[src/rtl/ram_access_pkg.sv]
// Shared encodings and the command legality check for the word-RAM access master.
package ram_access_pkg;

  localparam int OFFSET_BITS = 2;

  typedef enum logic [1:0] {
    WT_NONE = 2'b00,
    WT_BYTE = 2'b01,
    WT_HALF = 2'b10,
    WT_WORD = 2'b11
  } write_type_e;

  typedef enum logic [2:0] {
    RT_NONE        = 3'b000,
    RT_BYTE        = 3'b001,
    RT_HALF        = 3'b010,
    RT_WORD        = 3'b011,
    RT_BYTE_SIGNED = 3'b101,
    RT_HALF_SIGNED = 3'b110
  } read_type_e;

  typedef enum logic [1:0] {
    IDLE,
    ACCESS,
    WRITE,
    RESP
  } state_e;

  // Misaligned halves/words, mixed load+store, and the two unused read codes are rejected.
  function automatic logic command_error(input logic [1:0] write_type,
                                         input logic [2:0] read_type,
                                         input logic [OFFSET_BITS-1:0] offset);
    logic is_half;
    logic is_word;
    is_half = (write_type == WT_HALF) || (read_type == RT_HALF) || (read_type == RT_HALF_SIGNED);
    is_word = (write_type == WT_WORD) || (read_type == RT_WORD);
    return (is_half && offset[0]) ||
           (is_word && (offset != 2'b00)) ||
           ((write_type != WT_NONE) && (read_type != RT_NONE)) ||
           (read_type == 3'b100) || (read_type == 3'b111);
  endfunction

endpackage

[src/rtl/ram_lane_align.sv]
// Combinational lane logic: load extract with optional sign extension, and sub-word store merge.
module ram_lane_align
  import ram_access_pkg::*;
(
  input  logic [OFFSET_BITS-1:0] offset,
  input  logic [2:0]             read_type,
  input  logic [1:0]             write_type,
  input  logic [31:0]            word,
  input  logic [31:0]            write_data,
  output logic [31:0]            load_data,
  output logic [31:0]            merged
);

  logic [7:0]  byte_lane;
  logic [15:0] half_lane;

  always_comb begin
    byte_lane = word[{offset, 3'b000} +: 8];
    half_lane = offset[1] ? word[31:16] : word[15:0];

    load_data = '0;
    case (read_type)
      RT_BYTE:        load_data = {24'h0, byte_lane};
      RT_BYTE_SIGNED: load_data = {{24{byte_lane[7]}}, byte_lane};
      RT_HALF:        load_data = {16'h0, half_lane};
      RT_HALF_SIGNED: load_data = {{16{half_lane[15]}}, half_lane};
      RT_WORD:        load_data = word;
      default:        load_data = '0;
    endcase

    // Only the addressed lane(s) change; the rest of the word is preserved from the RAM read.
    merged = word;
    case (write_type)
      WT_BYTE: merged[{offset, 3'b000} +: 8] = write_data[7:0];
      WT_HALF: begin
        if (offset[1]) merged[31:16] = write_data[15:0];
        else           merged[15:0]  = write_data[15:0];
      end
      WT_WORD: merged = write_data;
      default: merged = word;
    endcase
  end

endmodule

[src/rtl/ram_access_master.sv]
// Load/store initiator for the combinational-read word RAM; sub-word stores use read-modify-write.
module ram_access_master
  import ram_access_pkg::*;
#(
  parameter int ADDRESS_BITWIDTH = 16,
  parameter int DATA_BITWIDTH    = 32
) (
  input  logic                          clk,
  input  logic                          rst_n,
  input  logic                          cmd_valid,
  output logic                          cmd_ready,
  input  logic [ADDRESS_BITWIDTH-1:0]   cmd_address,
  input  logic [1:0]                    cmd_write_type,
  input  logic [2:0]                    cmd_read_type,
  input  logic [DATA_BITWIDTH-1:0]      cmd_write_data,
  output logic                          rsp_valid,
  output logic [DATA_BITWIDTH-1:0]      rsp_data,
  output logic                          rsp_error,
  output logic                          ram_write_enable,
  output logic [ADDRESS_BITWIDTH-3:0]   ram_address,
  output logic [DATA_BITWIDTH-1:0]      ram_data_out,
  input  logic [DATA_BITWIDTH-1:0]      ram_data_in
);

  state_e                 state;
  logic [OFFSET_BITS-1:0] offset_q;
  logic [1:0]             write_type_q;
  logic [2:0]             read_type_q;
  logic [31:0]            write_data_q;

  logic                   cmd_err;
  logic                   cmd_noop;
  logic [31:0]            load_data;
  logic [31:0]            merged;

  assign cmd_err  = command_error(cmd_write_type, cmd_read_type, cmd_address[OFFSET_BITS-1:0]);
  assign cmd_noop = (cmd_write_type == WT_NONE) && (cmd_read_type == RT_NONE);

  ram_lane_align u_lane_align (
    .offset     (offset_q),
    .read_type  (read_type_q),
    .write_type (write_type_q),
    .word       (ram_data_in),
    .write_data (write_data_q),
    .load_data  (load_data),
    .merged     (merged)
  );

  // RAM-side outputs are set on the edge entering ACCESS so they are stable for the whole access cycle.
  always_ff @(posedge clk or negedge rst_n) begin
    if (!rst_n) begin
      state            <= IDLE;
      offset_q         <= '0;
      write_type_q     <= '0;
      read_type_q      <= '0;
      write_data_q     <= '0;
      cmd_ready        <= 1'b1;
      rsp_valid        <= 1'b0;
      rsp_data         <= '0;
      rsp_error        <= 1'b0;
      ram_write_enable <= 1'b0;
      ram_address      <= '0;
      ram_data_out     <= '0;
    end else begin
      case (state)
        IDLE: begin
          if (cmd_valid) begin
            offset_q     <= cmd_address[OFFSET_BITS-1:0];
            write_type_q <= cmd_write_type;
            read_type_q  <= cmd_read_type;
            write_data_q <= cmd_write_data;
            cmd_ready    <= 1'b0;
            if (cmd_err || cmd_noop) begin
              state     <= RESP;
              rsp_valid <= 1'b1;
              rsp_data  <= '0;
              rsp_error <= cmd_err;
            end else begin
              state            <= ACCESS;
              ram_address      <= cmd_address[ADDRESS_BITWIDTH-1:OFFSET_BITS];
              ram_write_enable <= (cmd_write_type == WT_WORD);
              ram_data_out     <= cmd_write_data;
            end
          end
        end
        ACCESS: begin
          if (write_type_q == WT_NONE || write_type_q == WT_WORD) begin
            state            <= RESP;
            ram_write_enable <= 1'b0;
            rsp_valid        <= 1'b1;
            rsp_data         <= (write_type_q == WT_NONE) ? load_data : '0;
            rsp_error        <= 1'b0;
          end else begin
            state            <= WRITE;
            ram_write_enable <= 1'b1;
            ram_data_out     <= merged;
          end
        end
        WRITE: begin
          state            <= RESP;
          ram_write_enable <= 1'b0;
          rsp_valid        <= 1'b1;
          rsp_data         <= '0;
          rsp_error        <= 1'b0;
        end
        RESP: begin
          state     <= IDLE;
          rsp_valid <= 1'b0;
          cmd_ready <= 1'b1;
        end
        default: state <= IDLE;
      endcase
    end
  end

endmodule

[config.mk]
export PLATFORM = sky130hd
export DESIGN_NAME = ram_access_master
export DESIGN_NICKNAME = d
export VERILOG_FILES = /design/src/rtl/ram_access_pkg.sv /design/src/rtl/ram_lane_align.sv /design/src/rtl/ram_access_master.sv
export SDC_FILE = /design/constraint.sdc
export NUM_CORES = 1
export LEC_CHECK = 0
export CORE_MARGIN = 2
export CORE_UTILIZATION = 56
export CTS_BUF_LIST = sky130_fd_sc_hd__clkbuf_4 sky130_fd_sc_hd__clkbuf_8
export CTS_CLUSTER_SIZE = 10
export DETAILED_ROUTE_END_ITERATION = 8
export PLACE_DENSITY = 0.89
export SYNTH_ARGS = -nofsm -noshare
export SYNTH_HDL_FRONTEND = slang
export SYNTH_SLANG_ARGS = --single-unit
export TNS_END_PERCENT = 10
[constraint.sdc]
create_clock -name clk -period 5.6 [get_ports clk]
set_input_delay 0.56 -clock clk [delete_from_list [all_inputs] [get_ports clk]]
set_output_delay 0.56 -clock clk [all_outputs]
set_load 0.01 [all_outputs]
==> run_results.csv, run 1 <==
group,metric,value,unit
sta,finalHoldViolCount,0,
finish,fill_cells,835,
clock_network,clockRootBuffer,"clkbuf_8",
floorplanning,coreArea,12500,sq um
sta,setup_viol,0,
sta,finalMaxSlewViolations,0,
synthesis,synth_area,7070,sq um
synthesis,synth_cell_types,54,
power,power_density,545,nW/um^2
setup_path,crit_type,"in -> reg",
min_path,min_path_type,"in -> async",
drt,drt_first_pass_iters,5,
floorplanning,die-area,13500,sq um
drt,avgRoutedWirePerCell,20.9,microns
grt,grt_remaining_overflow,0,
finish,drive_above_1_share,19.5,%
synthesis,async_flop_share,100,%
floorplanning,die_h,116,microns
clock_network,tritoncts,"built",
finish,syn2layout_area_growth,29.8,%
clock_network,hold_buffers,0,
placement,place_hpwl,15000,microns
sta,fmax,0.293,GHz
grt,antenna_found_initial,0,
setup_path,end_kind,"register",
sta,setup_ws,2.18,ns
floorplanning,row_count,41,
finish,final_cell_mix,"clkdlybuf4s50_1 (168), dfrtp_1 (122), mux2_2 (84)",
drt,wl,20900,microns
drt,drt_iter0_drc,559,
synthesis,ys_ff_latch,123,
finish,fin_nets,913,
synthesis,syn_area_per_cell,10.6,sq um
setup_path,crit_fanout,34,
sta,fin_setup_tns,0,ns
placement,placed_cell_area,8750,sq um
floorplanning,initial_utilization,56.7,%
power,ir_drop,308,uV
finish,diodes,0,
synthesis,yosys_warnings,0,
finish,final_common_cell,"clkdlybuf4s50_1",
drt,vias_per_cell,6.06,
setup_path,cp_cell_sequence,"clkdlybuf4s50_1 -> or3_1 -> a222oi_1 -> a311o_2 -> mux2_2",
drt,postRouteAntennaNets,0,
grt,grt_pass1_wl,32500,microns
floorplanning,fp.dieW,116,microns
synthesis,synth_edf_count,0,
sta,fin_skew,0.0119,ns
setup_path,crit_slowest_cell,"a311o_2",
clock_network,ctsLongestPathBuffers,2,
sta,worst_slew_pin_slew,1.25,ns
drt,vias,6044,
grt,grt_pass1_vias,6005,
outcome,status,"finished clean",
synthesis,synth-main-ff-cell,"dfrtp_1",
grt,grt_use_total,31.7,%
sta,relSlewSlack,16.3,%
clock_network,ctsHtreeMaxLevel,4,
floorplanning,ios,170,
sta,min_period,3.42,ns
clock_network,clkLatencyLatePin,0.46,ns
clock_network,post_cts_resized,0,
drt,route.detailed.drc,0,
sta,rsz0062_at_grt,"false",
placement,place_ws,1.78,ns
clock_network,cts_sinks,123,
grt,grt_max_degree,81,
synthesis,synth-seq-area-share,43.5,%
placement,gp_congestion,0.943,
power,power.total,0.00500,W
synthesis,synthCells,666,
sta,whs,0.0797,ns
clock_network,post-cts-setup-buffer-count,0,
setup_path,required,5.94,ns
finish,finalInstanceArea,9180,sq um
job,drv_cap,0,
clock_network,cts_buffers,17,
sta,finalCritPeriodShare,61.0,%
clock_network,path_clk_slew,0.07,ns
synthesis,syn-num-nets,767,
power,p_leak,3.85,nW
setup_path,start_kind,"input pin",
setup_path,crit_arrival,3.75,ns
setup_path,cp_slowest_stage_delay,1.03,ns
placement,port-buffer-count,169,
## kinds of logic after synthesis
kind of cell	synth area share, %
mux	22.9
flops	43.5
compound gates	15.1
fa+ha+maj	2.30
simple gates	11.4
buf+inv	4.69
## registers in the layout, summed over array words and instances, names as in the netlist
register,count
rsp_data,32
rsp_valid,1
offset_q,2
ram_write_enable,1
cmd_ready,1
ram_address,14
ram_data_out,32
read_type_q,3
state,2
write_data_q,32
write_type_q,2
rsp_error,1
## power by group
group          switching [W]  internal [W]
combinational        0.00134       0.00125
sequential          0.000313       0.00125
clock               0.000381      0.000473
total                0.00203       0.00297
## cell usage after synthesis (2+ instances only)
cell / n / area share, %
and3_1: 4 / 0.35
mux2_2: 84 / 13
a222oi_1: 2 / 0.28
buf_12: 3 / 0.85
nand2b_1: 15 / 1.3
a221oi_1: 19 / 2.4
or2_2: 4 / 0.35
o2bb2ai_1: 7 / 0.87
nor3b_1: 3 / 0.32
a41o_1: 8 / 1.1
mux2i_1: 12 / 1.7
buf_1: 5 / 0.27
inv_1: 16 / 0.85
nand2_1: 65 / 3.5
nor3_1: 8 / 0.57
a41oi_1: 5 / 0.62
dfrtp_1: 122 / 43
a32oi_1: 3 / 0.37
nand3_1: 3 / 0.21
o22ai_1: 3 / 0.27
mux2_1: 10 / 1.6
a31oi_1: 18 / 1.6
mux2_4: 28 / 5.9
nor2_1: 48 / 2.5
buf_6: 5 / 0.80
a21o_1: 2 / 0.21
a22oi_1: 14 / 1.5
o21ai_1: 2 / 0.14
ha_1: 13 / 2.3
o21ai_0: 15 / 1.1
clkbuf_1: 31 / 1.6
nor2b_1: 18 / 1.6
a21oi_1: 50 / 3.5
## metal layers
layer / routed length [microns] / GRT usage (%) / vias to the layer above
li1: - / - / 2730
met1: 8350 / 40.4 / 2914
met2: 10100 / 52.0 / 335
met3: 1620 / 6.49 / 65
met4: 795 / 15.5 / 0
met5: 0 / 0 / -
## path summary, 6_finish.rpt
check	start	endpoint	slack (ns)	cells past startpoint
min in group clk	rsp_error	rsp_error	0.48	1
worst max-delay path	cmd_read_type[2]	rsp_data[14]	2.18	5
worst max register to register	offset_q[1]	ram_data_out[18]	2.47	8
max in group asynchronous	rst_n	ram_data_out[2]	4.08	2
worst min-delay path	rst_n	rsp_data[9]	0.08	1
worst min register to register	rsp_error	rsp_error	0.48	1
## layout make-up
cell class | count | area [sq um] | share of cell area [%]
Clock buffer | 20 | 269 | 2.93
Tap cell | 172 | 215 | 2.34
Sequential cell | 123 | 3080 | 33.5
Multi-Input combinational cell | 479 | 3670 | 40.0
Timing Repair Buffer | 173 | 1720 | 18.7
Clock inverter | 12 | 161 | 1.76
Inverter | 18 | 67.6 | 0.736
## worst max-delay path: cells and delay by family
kind	cells	cell delay, ns
buffers and inverters	1	0.46
muxes	1	0.43
and+or+nand+nor	1	0.41
AOI/OAI and AO/OA	2	1.87
## per-stage QoR
stage / util [%] / instances
3_3_place_gp: 70.2 / 965
5_1_grt: 73.6 / 997
4_1_cts: 73.6 / 997
6_report: 73.6 / 997
2_1_floorplan: - / 666
3_5_place_dp: 70.2 / 965
Power figures use the tool's default switching activity.
==> run 2: changes to the inputs <==
--- a/config.mk
+++ b/config.mk
@@ -6,11 +6,11 @@
 export NUM_CORES = 1
 export LEC_CHECK = 0
 export CORE_MARGIN = 2
-export CORE_UTILIZATION = 56
+export CORE_UTILIZATION = 47
 export CTS_BUF_LIST = sky130_fd_sc_hd__clkbuf_4 sky130_fd_sc_hd__clkbuf_8
 export CTS_CLUSTER_SIZE = 10
 export DETAILED_ROUTE_END_ITERATION = 8
-export PLACE_DENSITY = 0.89
+export PLACE_DENSITY = 0.79
 export SYNTH_ARGS = -nofsm -noshare
 export SYNTH_HDL_FRONTEND = slang
 export SYNTH_SLANG_ARGS = --single-unit
==> constraint.sdc (replaced) <==
create_clock -name clk -period 2.9 [get_ports clk]
set_input_delay 0.29 -clock clk [delete_from_list [all_inputs] [get_ports clk]]
set_output_delay 0.29 -clock clk [all_outputs]
set_load 0.01 [all_outputs]
==> run 2 against run 1 <==
Against the previous run:
- non-clock buffer count is 22 higher
- total power increased by 96%
- utilization fell by 9.5 points
- setup slack worse by 1.7 ns
- wire length fell by 0.34%
- cell count rose by 3.4%
- sequential power grew 91%
- combinational power rose by 100%
- clock-buffer cell count rose by 2
- largest power group unchanged
==> run_results.csv, run 2 (synthesis gave the netlist of run 1 again) <==
group,metric,value,unit
power,pwr-share-clk,16.6,%
power,p_leak,3.97,nW
sta,fin_setup_tns,0,ns
setup_path,crit_type,"reg -> reg",
setup_path,worstSetupStartpoint,"offset_q[1]",
floorplanning,coreArea,14600,sq um
floorplanning,ios,170,
placement,placed_cells,998,
min_path,min_path_type,"in -> reg",
finish,final_common_cell,"clkdlybuf4s50_1",
grt,antenna_found_initial,0,
floorplanning,row_count,44,
setup_path,required,3.29,ns
setup_path,cp_slowest_stage_delay,0.58,ns
setup_path,crit_arrival,2.82,ns
setup_path,r2r-start,"offset_q[1]",
setup_path,worst-path-stages,8,
sta,fin_skew,0.0106,ns
clock_network,clkLatencyLatePin,0.45,ns
sta,setup_viol,0,
setup_path,end_kind,"register",
clock_network,cts_sinks,123,
clock_network,path_clk_slew,0.07,ns
drt,drt_first_pass_iters,5,
drt,drt_iter0_drc,577,
sta,finalHoldViolCount,0,
finish,diodes,0,
grt,grt_use_total,26.2,%
placement,port-buffer-count,169,
placement,gp_congestion,0.918,
grt,grt_pass1_wl,32800,microns
clock_network,tritoncts,"built",
power,p_sw_share,39.6,%
drt,vias,6021,
power,power_density,1040,nW/um^2
clock_network,post-cts-setup-buffer-count,0,
grt,grt_pass1_vias,5932,
drt,route.detailed.drc,0,
sta,rsz0062_at_grt,"false",
clock_network,cts_buffers,17,
power,power_frac_comb,53.0,%
power,power_switching,0.00389,W
grt,grt_remaining_overflow,0,
clock_network,ctsHtreeMaxLevel,4,
drt,wl,20800,microns
setup_path,rr_endpoint,"ram_data_out[17]",
setup_path,r2r_setup_slack,0.47,ns
sta,worst_slew_pin_slew,0.832,ns
outcome,status,"finished clean",
setup_path,crit_slowest_cell,"or4b_2",
sta,finalMaxSlewViolations,0,
finish,final_cell_mix,"clkdlybuf4s50_1 (168), dfrtp_1 (122), mux2_2 (84)",
job,drv_cap,0,
setup_path,cp_cell_sequence,"buf_4 -> ha_1 -> or4b_2 -> o22ai_1 -> buf_4 -> nand2_1 -> a31oi_1 -> mux2_2",
finish,drive_above_1_share,21.5,%
drt,postRouteAntennaNets,0,
floorplanning,die-area,16000,sq um
drt,avgRoutedWirePerCell,20.2,microns
grt,grt_max_degree,124,
setup_path,cp-endpoint,"ram_data_out[17]",
clock_network,clockRootBuffer,"clkbuf_8",
setup_path,crit_family,"simple AND/OR/NAND/NOR gates",
setup_path,critical_path_buf_inv_count,2,
power,ir_drop,545,uV
power,p_int,0.00592,W
finish,fill_cells,1156,
finish,instances_no_fill,1031,
power,power_frac_seq,30.4,%
finish,fin_nets,935,
sta,min_period,2.43,ns
floorplanning,fp.dieW,127,microns
placement,place_hpwl,15100,microns
setup_path,crit_fanout,32,
sta,fmax,0.412,GHz
clock_network,ctsLongestPathBuffers,2,
finish,reg_top3,"ram_data_out (32), rsp_data (32), write_data_q (32)",
finish,syn2layout_area_growth,32.8,%
setup_path,cp_common_cell,"buf_4",
sta,finalCritPeriodShare,83.7,%
floorplanning,die_h,127,microns
floorplanning,initial_utilization,48.3,%
setup_path,start_kind,"register",
sta,relSlewSlack,44.5,%
setup_path,r2r_cells,8,
drt,vias_per_cell,5.84,
[run 2: worst min path at each step]
stage | from | end | slack [ns] | cells past startpoint
3_5_place_dp | rst_n | rsp_data[4] | 0.45 | 2
3_3_place_gp | rst_n | rsp_data[18] | 0.43 | 2
4_1_cts | cmd_address[6] | ram_address[4] | 0.42 | 2
6_report | cmd_address[6] | ram_address[4] | 0.43 | 2
2_1_floorplan | rst_n | offset_q[0] | -0.006 | 0
5_1_grt | cmd_address[2] | ram_address[0] | 0.44 | 2
[run 2: worst register-to-register path: cells and delay by family (launching register included)]
family,cells,cell delay [ns]
simple gates,2,0.64
buf+inv,2,0.57
compound gates,2,0.38
flops,1,0.36
fa+ha+maj,1,0.25
mux,1,0.18
[run 2: final cells by class]
type,instances,area (sq um),area share (%)
clock buffer,22,284,3.02
inverter,18,67.6,0.719
multi-input combinational,479,3670,39.1
timing repair buffer,195,1920,20.5
clock inverter,10,140,1.49
sequential,123,3080,32.8
tap,184,230,2.45
[run 2: metrics by stage]
step	total power (W)	utilization, %	hold WS, ns	setup WS [ns]	cell area (sq um)
after global placement	0.00802	61.2	0.433	0.376	8960
after global routing	0.0104	64.1	0.443	0.314	9390
after floorplan	0.00632	-	-0.00559	0.378	7070
after CTS	0.00983	64.1	0.423	0.496	9390
after detailed placement	0.00816	61.2	0.448	0.278	8960
final	0.00981	64.1	0.435	0.472	9390
[run 2: what timing repair did]
action | CTS | global route
resized for setup | 0 | 0
setup endpoints to repair | 0 | 0
hold buffers | 1 | 0
hold endpoints to repair | 118 | 0
[run 2: power by group through the flow]
| stage | registers [W] | clock network [W] | logic [W] |
|---|---|---|---|
| floorplan | 0.00299 | 0 | 0.00333 |
| CTS | 0.00297 | 0.00166 | 0.00519 |
| global route | 0.00306 | 0.00173 | 0.00562 |
| finish | 0.00298 | 0.00163 | 0.00520 |
| global placement | 0.00295 | 0 | 0.00507 |
| detailed placement | 0.00299 | 0 | 0.00516 |
[run 2: routing by layer]
metal  track usage [%]  wire (microns)
met1              35.8            9110
met2              42.1            9840
met3              5.74            1420
met4              7.76             429
met5                 0               0
==> run 3: changes to the inputs <==
--- a/config.mk
+++ b/config.mk
@@ -6,11 +6,11 @@
 export NUM_CORES = 1
 export LEC_CHECK = 0
 export CORE_MARGIN = 2
-export CORE_UTILIZATION = 47
+export CORE_UTILIZATION = 52
 export CTS_BUF_LIST = sky130_fd_sc_hd__clkbuf_4 sky130_fd_sc_hd__clkbuf_8
 export CTS_CLUSTER_SIZE = 10
 export DETAILED_ROUTE_END_ITERATION = 8
-export PLACE_DENSITY = 0.79
+export PLACE_DENSITY = 0.83
 export SYNTH_ARGS = -nofsm -noshare
 export SYNTH_HDL_FRONTEND = slang
 export SYNTH_SLANG_ARGS = --single-unit
==> constraint.sdc (replaced) <==
create_clock -name clk -period 2.4 [get_ports clk]
set_input_delay 0.24 -clock clk [delete_from_list [all_inputs] [get_ports clk]]
set_output_delay 0.24 -clock clk [all_outputs]
set_load 0.01 [all_outputs]
==> run 3 against run 2 <==
Against the previous run:
- sequential share of layout area fell by 0.87 points
- total power grew 25%
- clock-buffer cell count shrank 4
- sequential cell count is the same
- critical path depth fell by 1
- register-to-register slack worse by 0.39 ns
- die area is 9.3% lower
- wire length rose by 5.2%
==> run_results.csv, run 3 (synthesis gave the netlist of run 1 again) <==
group,metric,value,unit
floorplanning,die-area,14500,sq um
sta,fmax,0.431,GHz
finish,finalInstanceArea,9650,sq um
clock_network,clockRootBuffer,"clkbuf_8",
clock_network,path_clk_slew,0.08,ns
placement,placed_cell_area,9210,sq um
finish,final_common_cell,"clkdlybuf4s50_1",
drt,route.detailed.drc,0,
floorplanning,coreArea,13200,sq um
finish,syn2layout_area_growth,36.4,%
clock_network,cts_sinks,123,
floorplanning,ios,170,
clock_network,cts_buffers,17,
sta,finalHoldViolCount,0,
clock_network,post-cts-setup-buffer-count,0,
drt,vias,6270,
setup_path,crit_arrival,2.72,ns
sta,worst_slew_pin_slew,0.810,ns
setup_path,rr_endpoint,"ram_data_out[16]",
sta,setup_ws,0.0804,ns
power,power_density,1280,nW/um^2
sta,relSlewSlack,46.0,%
sta,whs,0.367,ns
setup_path,r2r_cells,7,
sta,setup_viol,0,
finish,final_cell_mix,"clkdlybuf4s50_1 (168), dfrtp_1 (122), mux2_2 (84)",
drt,wl,21900,microns
grt,antenna_found_initial,0,
min_path,min_path_type,"in -> async",
drt,drt_iter0_drc,599,
floorplanning,initial_utilization,53.4,%
placement,port-buffer-count,169,
setup_path,cp_slowest_stage_delay,0.70,ns
setup_path,cp_cell_sequence,"inv_1 -> ha_1 -> or4b_2 -> o22ai_4 -> nand2_1 -> a31oi_1 -> mux2_2",
clock_network,clkLatencyLatePin,0.46,ns
finish,ff_latch_area,3080,sq um
setup_path,crit_family,"simple AND/OR/NAND/NOR gates",
finish,drive_above_1_share,24.3,%
placement,placed_cells,1020,
placement,place_ws,-0.0670,ns
floorplanning,die_h,121,microns
sta,fin_skew,0.0148,ns
drt,postRouteAntennaNets,0,
finish,instances_no_fill,1053,
power,p_leak,4.13,nW
finish,fill_cells,961,
sta,finalMaxSlewViolations,0,
grt,grt_remaining_overflow,0,
sta,finalCritPeriodShare,96.7,%
grt,grt_pass1_vias,6442,
drt,drt_first_pass_iters,8,
power,ir_drop,583,uV
sta,rsz0062_at_grt,"false",
grt,grt_max_degree,55,
setup_path,r2r_setup_slack,0.08,ns
clock_network,ctsLongestPathBuffers,2,
setup_path,r2r-start,"write_type_q[0]",
grt,grt_pass1_wl,34200,microns
setup_path,end_kind,"register",
clock_network,tritoncts,"built",
finish,reg_top3,"ram_data_out (32), rsp_data (32), write_data_q (32)",
drt,vias_per_cell,5.95,
placement,place_hpwl,16700,microns
floorplanning,row_count,42,
placement,gp_congestion,0.947,
floorplanning,fp.dieW,121,microns
grt,grt_use_total,30.6,%
job,drv_cap,0,
outcome,status,"finished clean",
setup_path,crit_type,"reg -> reg",
finish,fin_nets,965,
clock_network,ctsHtreeMaxLevel,4,
setup_path,crit_slowest_cell,"or4b_2",
drt,avgRoutedWirePerCell,20.8,microns
setup_path,start_kind,"register",
setup_path,required,2.80,ns
finish,diodes,0,
finish,multi_input_area,3680,sq um
setup_path,crit_fanout,9,
sta,min_period,2.32,ns
setup_path,critical_path_buf_inv_count,1,
-- run 3: per-layer routing --
layer  vias up  share of wire, %  global-route usage, %
met5         -                 0                      0
met4         0               3.5                   13.7
met3        62               6.6                   5.52
met2       302                48                   51.0
met1      3077                42                   39.0
li1       2829                 -                      -
-- run 3: worst max path at each step --
stage,start,to,slack (ns),depth (start not counted)
after floorplan,offset_q[0],ram_data_out[16],0.003,8
after global placement,cmd_read_type[2],rsp_data[16],-0.04,7
after detailed placement,cmd_read_type[2],rsp_data[16],-0.07,7
after CTS,write_type_q[0],ram_data_out[16],0.07,7
after global routing,write_type_q[0],ram_data_out[16],0.002,7
final,write_type_q[0],ram_data_out[16],0.08,7
-- run 3: repair_timing --
| item | in CTS | in global routing |
|---|---|---|
| hold buffers | 1 | 0 |
| gates resized for setup | 0 | 1 |
| hold endpoints to repair | 51 | 0 |
| setup endpoints to repair | 0 | 1 |
-- run 3: final cells by class --
cell class | instances | area share (%)
inverter | 18 | 0.700
multi-input combinational | 479 | 38.2
tap | 176 | 2.28
timing repair buffer | 225 | 22.5
sequential | 123 | 31.9
clock inverter | 14 | 1.91
clock buffer | 18 | 2.50
-- run 3: worst register-to-register path: cells and delay by family, from the launching register on --
kind	cells	cell delay, ns
compound gates	2	0.42
buf+inv	1	0.09
fa+ha+maj	1	0.34
mux	1	0.17
simple gates	2	0.84
flops	1	0.40
-- run 3: where the power goes --
| part | switching, W | total (W) | internal, W |
|---|---|---|---|
| Clock | 0.000957 | 0.00202 | 0.00107 |
| Sequential | 0.000677 | 0.00358 | 0.00291 |
| Combinational | 0.00332 | 0.00670 | 0.00339 |
-- run 3: metrics by stage --
step / total power, W / utilization [%] / TNS (ns)
after floorplan: 0.00764 / - / 0
after global placement: 0.00999 / 69.5 / -0.363
after detailed placement: 0.0102 / 69.5 / -1.01
after CTS: 0.0123 / 72.8 / 0
after global routing: 0.0130 / 72.9 / 0
final: 0.0123 / 72.9 / 0
